<file path="config.mk">
export PLATFORM = sky130hd
export DESIGN_NAME = fifo_write_arbiter
export DESIGN_NICKNAME = d
export VERILOG_FILES = /design/src/rtl/fifo_write_arbiter.sv
export SDC_FILE = /design/constraint.sdc
export NUM_CORES = 1
export LEC_CHECK = 0
export CORE_MARGIN = 2
export CORE_UTILIZATION = 33
export DETAILED_ROUTE_END_ITERATION = 8
export PLACE_DENSITY = 0.83
export SKIP_LAST_GASP = 1
export SLEW_MARGIN = 5
export SYNTH_ARGS = -nofsm -noshare
export SYNTH_HDL_FRONTEND = slang
export SYNTH_SLANG_ARGS = --single-unit
</file>
<file path="constraint.sdc">
create_clock -name clk -period 3.4 [get_ports clk]
set_input_delay 0.51 -clock clk [delete_from_list [all_inputs] [get_ports clk]]
set_output_delay 0.51 -clock clk [all_outputs]
set_load 0.02 [all_outputs]
</file>
<file path="src/rtl/fifo_write_arbiter.sv">
// Round-robin write-side arbiter: shares one FIFO push port among nreq producers,
// caps each ownership at burst words and sequences single-cycle FIFO flushes.
module fifo_write_arbiter #(
    parameter int width = 16,
    parameter int nreq  = 4,
    parameter int burst = 4,
    localparam int ow   = (nreq > 1) ? $clog2(nreq) : 1,
    localparam int cw   = $clog2(burst + 1)
) (
    input  logic                  clk,
    input  logic                  reset,
    input  logic [nreq-1:0]       req,
    input  logic [nreq*width-1:0] req_data,
    output logic [nreq-1:0]       ack,
    input  logic                  flush_req,
    input  logic                  fifo_full,
    output logic                  fifo_addq,
    output logic [width-1:0]      fifo_indata,
    output logic                  fifo_flush,
    output logic                  owner_valid,
    output logic [ow-1:0]         owner
);

    typedef enum logic [1:0] {ST_IDLE, ST_OWN, ST_FLUSH} state_t;

    localparam logic [ow-1:0] last_idx  = ow'(nreq - 1);
    localparam logic [cw-1:0] last_beat = cw'(burst - 1);

    state_t        state, state_d;
    logic [ow-1:0] owner_d, rr_ptr, rr_ptr_d, rr_pick, owner_inc;
    logic [cw-1:0] burst_cnt, burst_cnt_d;
    logic          grant;
    int            k;

    // Scan offsets from far to near so the requester closest to rr_ptr wins.
    always_comb begin
        rr_pick = rr_ptr;
        k       = 0;
        for (int i = nreq - 1; i >= 0; i--) begin
            k = int'(rr_ptr) + i;
            if (k >= nreq) k = k - nreq;
            if (req[k]) rr_pick = ow'(k);
        end
    end

    assign owner_inc   = (owner == last_idx) ? '0 : owner + 1'b1;
    assign fifo_indata = req_data[owner * width +: width];
    assign fifo_addq   = grant;

    always_comb begin
        // NOTE: every signal driven here gets a default first, so no path can infer a latch.
        state_d     = state;
        owner_d     = owner;
        rr_ptr_d    = rr_ptr;
        burst_cnt_d = burst_cnt;
        ack         = '0;
        grant       = 1'b0;
        fifo_flush  = 1'b0;

        case (state)
            ST_IDLE: begin
                if (flush_req) begin
                    state_d = ST_FLUSH;
                end else if (|req) begin
                    state_d     = ST_OWN;
                    owner_d     = rr_pick;
                    burst_cnt_d = '0;
                end
            end
            ST_OWN: begin
                grant      = req[owner] & ~fifo_full & ~flush_req;
                ack[owner] = grant;
                if (grant) burst_cnt_d = burst_cnt + 1'b1;
                // A full FIFO only stalls; release needs flush, a dropped req or the last beat.
                if (flush_req) begin
                    state_d  = ST_FLUSH;
                    rr_ptr_d = owner_inc;
                end else if (!req[owner] || (grant && burst_cnt == last_beat)) begin
                    state_d  = ST_IDLE;
                    rr_ptr_d = owner_inc;
                end
            end
            ST_FLUSH: begin
                fifo_flush = 1'b1;
                state_d    = ST_IDLE;
            end
            default: state_d = ST_IDLE;
        endcase

        // Reset wins over every input, including the combinational handshake.
        if (reset) begin
            ack        = '0;
            grant      = 1'b0;
            fifo_flush = 1'b0;
        end
    end

    // NOTE: state flops use non-blocking assignments so each one samples pre-edge values.
    always_ff @(posedge clk) begin
        if (reset) begin
            state       <= ST_IDLE;
            owner       <= '0;
            rr_ptr      <= '0;
            burst_cnt   <= '0;
            owner_valid <= 1'b0;
        end else begin
            state       <= state_d;
            owner       <= owner_d;
            rr_ptr      <= rr_ptr_d;
            burst_cnt   <= burst_cnt_d;
            owner_valid <= (state_d == ST_OWN);
        end
    end

endmodule

</file>
After elaboration in Yosys (flattened, before gate mapping)
Index checks and enable logic that the tools add are counted.
W data, S select, Z words.
{"block": "classes", "bitwise_logic": 5, "n_lt_le_gt_ge": 10, "n_addsub": 9, "eq_ne": 8, "mux": 42, "shift": 1, "n_reduce_logical": 11}
{"operator": "$lt A32 B4 Y1 const B", "count": 4}
{"operator": "$mux W32", "count": 4}
{"operator": "$shiftx A64 B7 Y16", "count": 1}
{"operator": "$mux W2", "count": 11}
{"operator": "$mux W1", "count": 14}
{"operator": "$sub A3 B3 Y4 const B", "count": 3}
{"operator": "$bmux W1 S2", "count": 5}
{"operator": "$ge A3 B3 Y1 const B", "count": 3}
{"operator": "$mux W3", "count": 3}
{"operator": "$mux W4", "count": 2}
{"operator": "$add A2 B2 Y3 const B", "count": 2}
{"operator": "$ne A2 B2 Y1 const B", "count": 3}
{"operator": "$pmux W3 S2", "count": 1}
{"operator": "$and A4 B4 Y4", "count": 1}
{"operator": "$eq A2 B1 Y1 const B", "count": 2}
{"operator": "$eq A2 B2 Y1 const B", "count": 2}
{"operator": "$pmux W2 S2", "count": 1}
{"operator": "$reduce_and A4 Y1", "count": 1}
{"operator": "$reduce_bool A2 Y1", "count": 2}
{"operator": "$reduce_or A4 Y1", "count": 1}
{"operator": "$sub A2 B3 Y4 const B", "count": 1}
{"operator": "$add A2 B1 Y3 const B", "count": 1}
{"operator": "$add A3 B1 Y3 const B", "count": 1}
{"operator": "$eq A3 B2 Y1 const B", "count": 1}
{"operator": "other kinds (13)", "count": 16}
{"block": "totals", "ff_bits": 10, "word_cells": 91, "out_inout_bits": 25}

Logic depth before layout (Yosys ltp)
Gate-level depths: netlist (run 1).
{"block": "depth", "word_depth": 10, "ltp_mapped": 6, "ltp_nobuf": 6}

Worst setup path before layout (run 1)
OpenSTA, ideal clock, no wires.
{"block": "synth_timing", "path_type": "register to output", "startpoint": "register owner[1]", "endpoint": "output ack[0]", "arrival_ns": 1.790, "setup_slack_ns": 1.100, "path_stages_with_launch": 6, "cell_sequence": "dfxtp_1 buf_2 mux4_2 nand2_1 nor3_2 and2_1"}
{"block": "synth_between", "elab_chain_len": 7}
{"item": "from (decl)", "line": "21", "text": "output logic [ow-1:0] owner"}
{"item": "from (signal assigned)", "line": "108", "text": "owner <= owner_d;"}
{"item": "$lt A2 B3 Y1 (not written as such) (tied with other cells)", "line": "72", "text": "ack[owner] = grant;"}
{"item": "$logic_and A1 B1 Y1 (not written as such) / $mux W1 (equally long branches)", "line": "72, 71"}
{"item": "$mux W1 (not written as such) / $and A1 B1 Y1 (equally long branches)", "line": "72, 71"}
{"item": "$demux W1 S2 / $and A1 B1 Y1 (equally long branches)", "line": "72, 71"}
{"item": "$and A4 B4 Y4 (no line) (*)"}
{"item": "$mux W4 (*)", "line": "60", "text": "case (state)"}
{"item": "$mux W4 (*)", "line": "91", "text": "if (reset) begin"}
{"item": "to (decl)", "line": "14", "text": "output logic [nreq-1:0] ack,"}
Every way passes the cells marked *; elsewhere a longest branch is shown, timed or not. The select of a mux whose other input is x is not followed.

Worst setup path in the final report (run 1)
{"block": "layout_timing", "startpoint": "input req[1]", "endpoint": "output ack[1]"}
{"block": "layout_between", "elab_chain_len": 7}
{"item": "from (decl)", "line": "12", "text": "input logic [nreq-1:0] req,"}
{"item": "$bmux W1 S2", "line": "71", "text": "grant = req[owner] & ~fifo_full & ~flush_req;"}
{"item": "$mux W1 (not written as such)", "line": "71"}
{"item": "$and A1 B1 Y1 (2 in series)", "line": "71"}
{"item": "$and A4 B4 Y4 (no line)"}
{"item": "$mux W4", "line": "60"}
{"item": "$mux W4", "line": "91"}
Every way passes these cells. The select of a mux whose other input is x is not followed.

==> summary.md, run 1 <==
| Metric | Value |
|---|---|
| Outcome | `complete, no violations` |
| Critical path type | `in -> out` |
| Post-cts sizing count | `0` |
| Hold Path Origin | `burst_cnt[2]` |
| Max Slew Vio Count | `0` |
| Worst path bufs/invs | `2` |
| Final setup vio count | `0` |
| Hold_buf cts | `0` |
| Synthesized cell area | `1027 um^2` |
| Core ar. | `3003 um^2` |
| CP peak stage delay | `600 ps` |
| FP Rows | `20` |
| Commonest non-fill, non-tap cells in the layout | `96 x clkdlybuf4s50_1, 17 x mux4_2, 10 x dfxtp_1, 7 x inv_1, 6 x ha_1` |
| H-tree depth | `1` |
| Crit path time final | `3189 ps` |
| Post-DR vias/cell | `5.460` |
| Setup crit start | `req[1]` |
| Pleak | `0.7131 nW` |
| CTS root buf | `clkbuf_4` |
| Critical Path Source Type | `input port` |
| Hold slack | `504.0 ps` |
| Post-synth top area share | `37.27%` |
| WL final | `4187 um` |
| Kind of end point of the critical path | `output pin` |
| Worst-margin pin slew | `517.3 ps` |
| Yosys warnings | `0` |
| IO Port Bufs | `96` |
| Synth area leaders | `mux4_2 37%, dfxtp_1 19%, ha_1 7.3%` |
| Max Cap Viol | `0` |
| Final ANT Viol Nets | `0` |
| Setup TNS | `0 ps` |
| Die Area | `3575 um^2` |
| M1 WL | `1682 um` |
| Largest net degree at the start of global routing | `23` |
| Top Metal Used | `met4` |
| Slew HR | `65.19%` |
| Final net count | `272` |
| CTS clk-pin slew, worst paths | `70 ps` |
| Gate count of the mapped netlist | `96` |
| Fmax | `0.3136 GHz` |
| Crit path DAT | `2680 ps` |
| Period utilization | `93.79%` |
| Vias in the first global route | `1222` |
| Initial antenna violation count | `0` |
| DR iter-0 viols | `72` |
| Die W | `59.79 um` |
| R2R Path Start | `owner[0]` |
| Area leader, netlist | `mux4_2` |
| Most used cell, CP | `clkdlybuf4s50_1` |
| Top delay family on crit path | `buffers and inverters` |
| Final instance area | `2062 um^2` |
| Power after layout | `0.4732 mW` |
| Initial Util | `34.21%` |
| Bufs on Longest Clock Path | `2` |
| DPL Wire Length | `3484 um` |
| Die Y-Extent | `59.79 um` |
| Post-synth net total | `174` |
| Worst hold path class | `reg -> reg` |
| Placer Congestion | `0.9208` |
| CTS Buf Count | `3` |
| Drt wl/cell | `18.53 um` |
| Area after DPL | `2026 um^2` |
| Fraction of synthesis flops using an asynchronous set or reset pin | `0%` |
| Global-route wire length before repair | `6120 um` |
| WL met2 | `2053 um` |
| Top_reg_cell synth | `dfxtp_1` |
| FF+latch count, synth | `10` |
| Insertion delay to the later sink of the worst-skew pair | `280 ps` |
| Peak supply drop | `0.1359 mV` |
| Residual DRC | `0` |
| I/O pins | `97` |
| Worst endpoint required time | `2890 ps` |
| Power Dens Cells | `229.5 nW/um^2` |
| Final Core Density | `68.67%` |
| Layout cells sized above 1 | `13.99%` |
| Most common cell after layout, fill and taps aside | `clkdlybuf4s50_1` |
| CP Max Fanout | `6` |
| RSZ-0062 raised after global routing | `false` |
| Clock Skew | `2.637 ps` |
| Router iterations before antenna repair | `4` |
| Via count | `1234` |
| Worst path slowest cell | `clkdlybuf4s50_1` |
| Total Routing Usage GR | `23.43%` |
| Clock sink count | `10` |
| Wire length on met3 | `390 um` |
| GRT overflow | `0` |
| Postcts setup bufs | `0` |
| Sequential cell area fraction in the yosys report | `19.49%` |
| Synth unique cells | `30` |
| Ant diodes | `0` |
| CTS tree | `yes` |
| Post-synth EDFFs | `0` |
| Crit path cell chain | `clkdlybuf4s50_1 -> mux4_2 -> nand2_1 -> nor3_2 -> and2_1 -> clkdlybuf4s50_1` |
| Avg Inst Size Synth | `10.70 um^2` |
| Layout area overhead | `100.7%` |
| Final hold vios | `0` |
==> final timing paths <==
| path | cells past startpoint | slack, ps | to |
|---|---|---|---|
| max | 6 | 210 | ack[1] |
| min | 2 | 500 | burst_cnt[2] |
| max reg2reg | 4 | 1720 | rr_ptr[1] |
| min reg2reg | 2 | 500 | burst_cnt[2] |
==> worst register-to-register path, cell delays in order, from the launching register on <==
cell	delay, ps
dfxtp_1	350
mux4_2	600
a311oi_4	360
mux2i_1	220
nor2_1	50
==> synthesized netlist by cell type (all sizes together), types with 3 or more instances <==
| cell type | instances |
|---|---|
| a21oi | 5 |
| and2 | 4 |
| buf | 4 |
| dfxtp | 10 |
| ha | 6 |
| inv | 7 |
| mux4 | 17 |
| nand2 | 5 |
| nor2 | 5 |
| nor3 | 6 |
| nor3b | 3 |
| o21ai | 4 |
==> state kept, by name, summed over array words and instances (netlist names) <==
name,count
burst_cnt,3
owner_valid,1
rr_ptr,2
state,2
owner,2
==> power breakdown <==
part	total (mW)	leakage (nW)	switching, mW	internal [mW]
clock network	0.110	0.0210	0.0450	0.0653
logic	0.237	0.611	0.0870	0.150
registers	0.126	0.0815	0.00416	0.122
total	0.473	0.713	0.136	0.337
==> cell type report <==
class / count / area, um^2
multi-input cells: 73 / 774.5
flip-flops and latches: 10 / 200.2
repair buffers: 99 / 983.4
clock buffers: 4 / 36.28
well taps: 33 / 41.29
inverters: 7 / 26.28
fillers: 242 / 940.9
==> logic make-up after synthesis <==
family	count (synthesis)	share of synthesized area [%]
adders and majority gates	6	7.308
buffers and inverters	13	5.116
muxes	19	39.22
AOI/OAI and AO/OA	16	11.57
DFF	10	19.49
and+or+nand+nor	32	17.30
==> through the flow <==
| stage | worst slack [ps] | instances |
|---|---|---|
| final | 211.1 | 226 |
| after global routing | 57.52 | 226 |
| after CTS | 175.5 | 226 |
| after detailed placement | 224.2 | 222 |
| after global placement | 295.8 | 222 |
| after floorplan | 1100 | 96 |
==> routing by layer <==
layer / vias up / global-route usage [%]
met5: - / 0
met4: 0 / 8.571
met3: 5 / 5.411
met2: 79 / 40.53
met1: 583 / 28.11
li1: 567 / -
Note: power is estimated with default switching activity, not from simulation.
==> inputs of run 2 (changes only) <==
--- a/config.mk
+++ b/config.mk
@@ -10,7 +10,7 @@
 export DETAILED_ROUTE_END_ITERATION = 8
 export PLACE_DENSITY = 0.83
 export SKIP_LAST_GASP = 1
-export SLEW_MARGIN = 5
+export SLEW_MARGIN = 20
 export SYNTH_ARGS = -nofsm -noshare
 export SYNTH_HDL_FRONTEND = slang
 export SYNTH_SLANG_ARGS = --single-unit
==> results of run 2 <==
The final DEF is identical to that of run 1; final timing and power are the same.
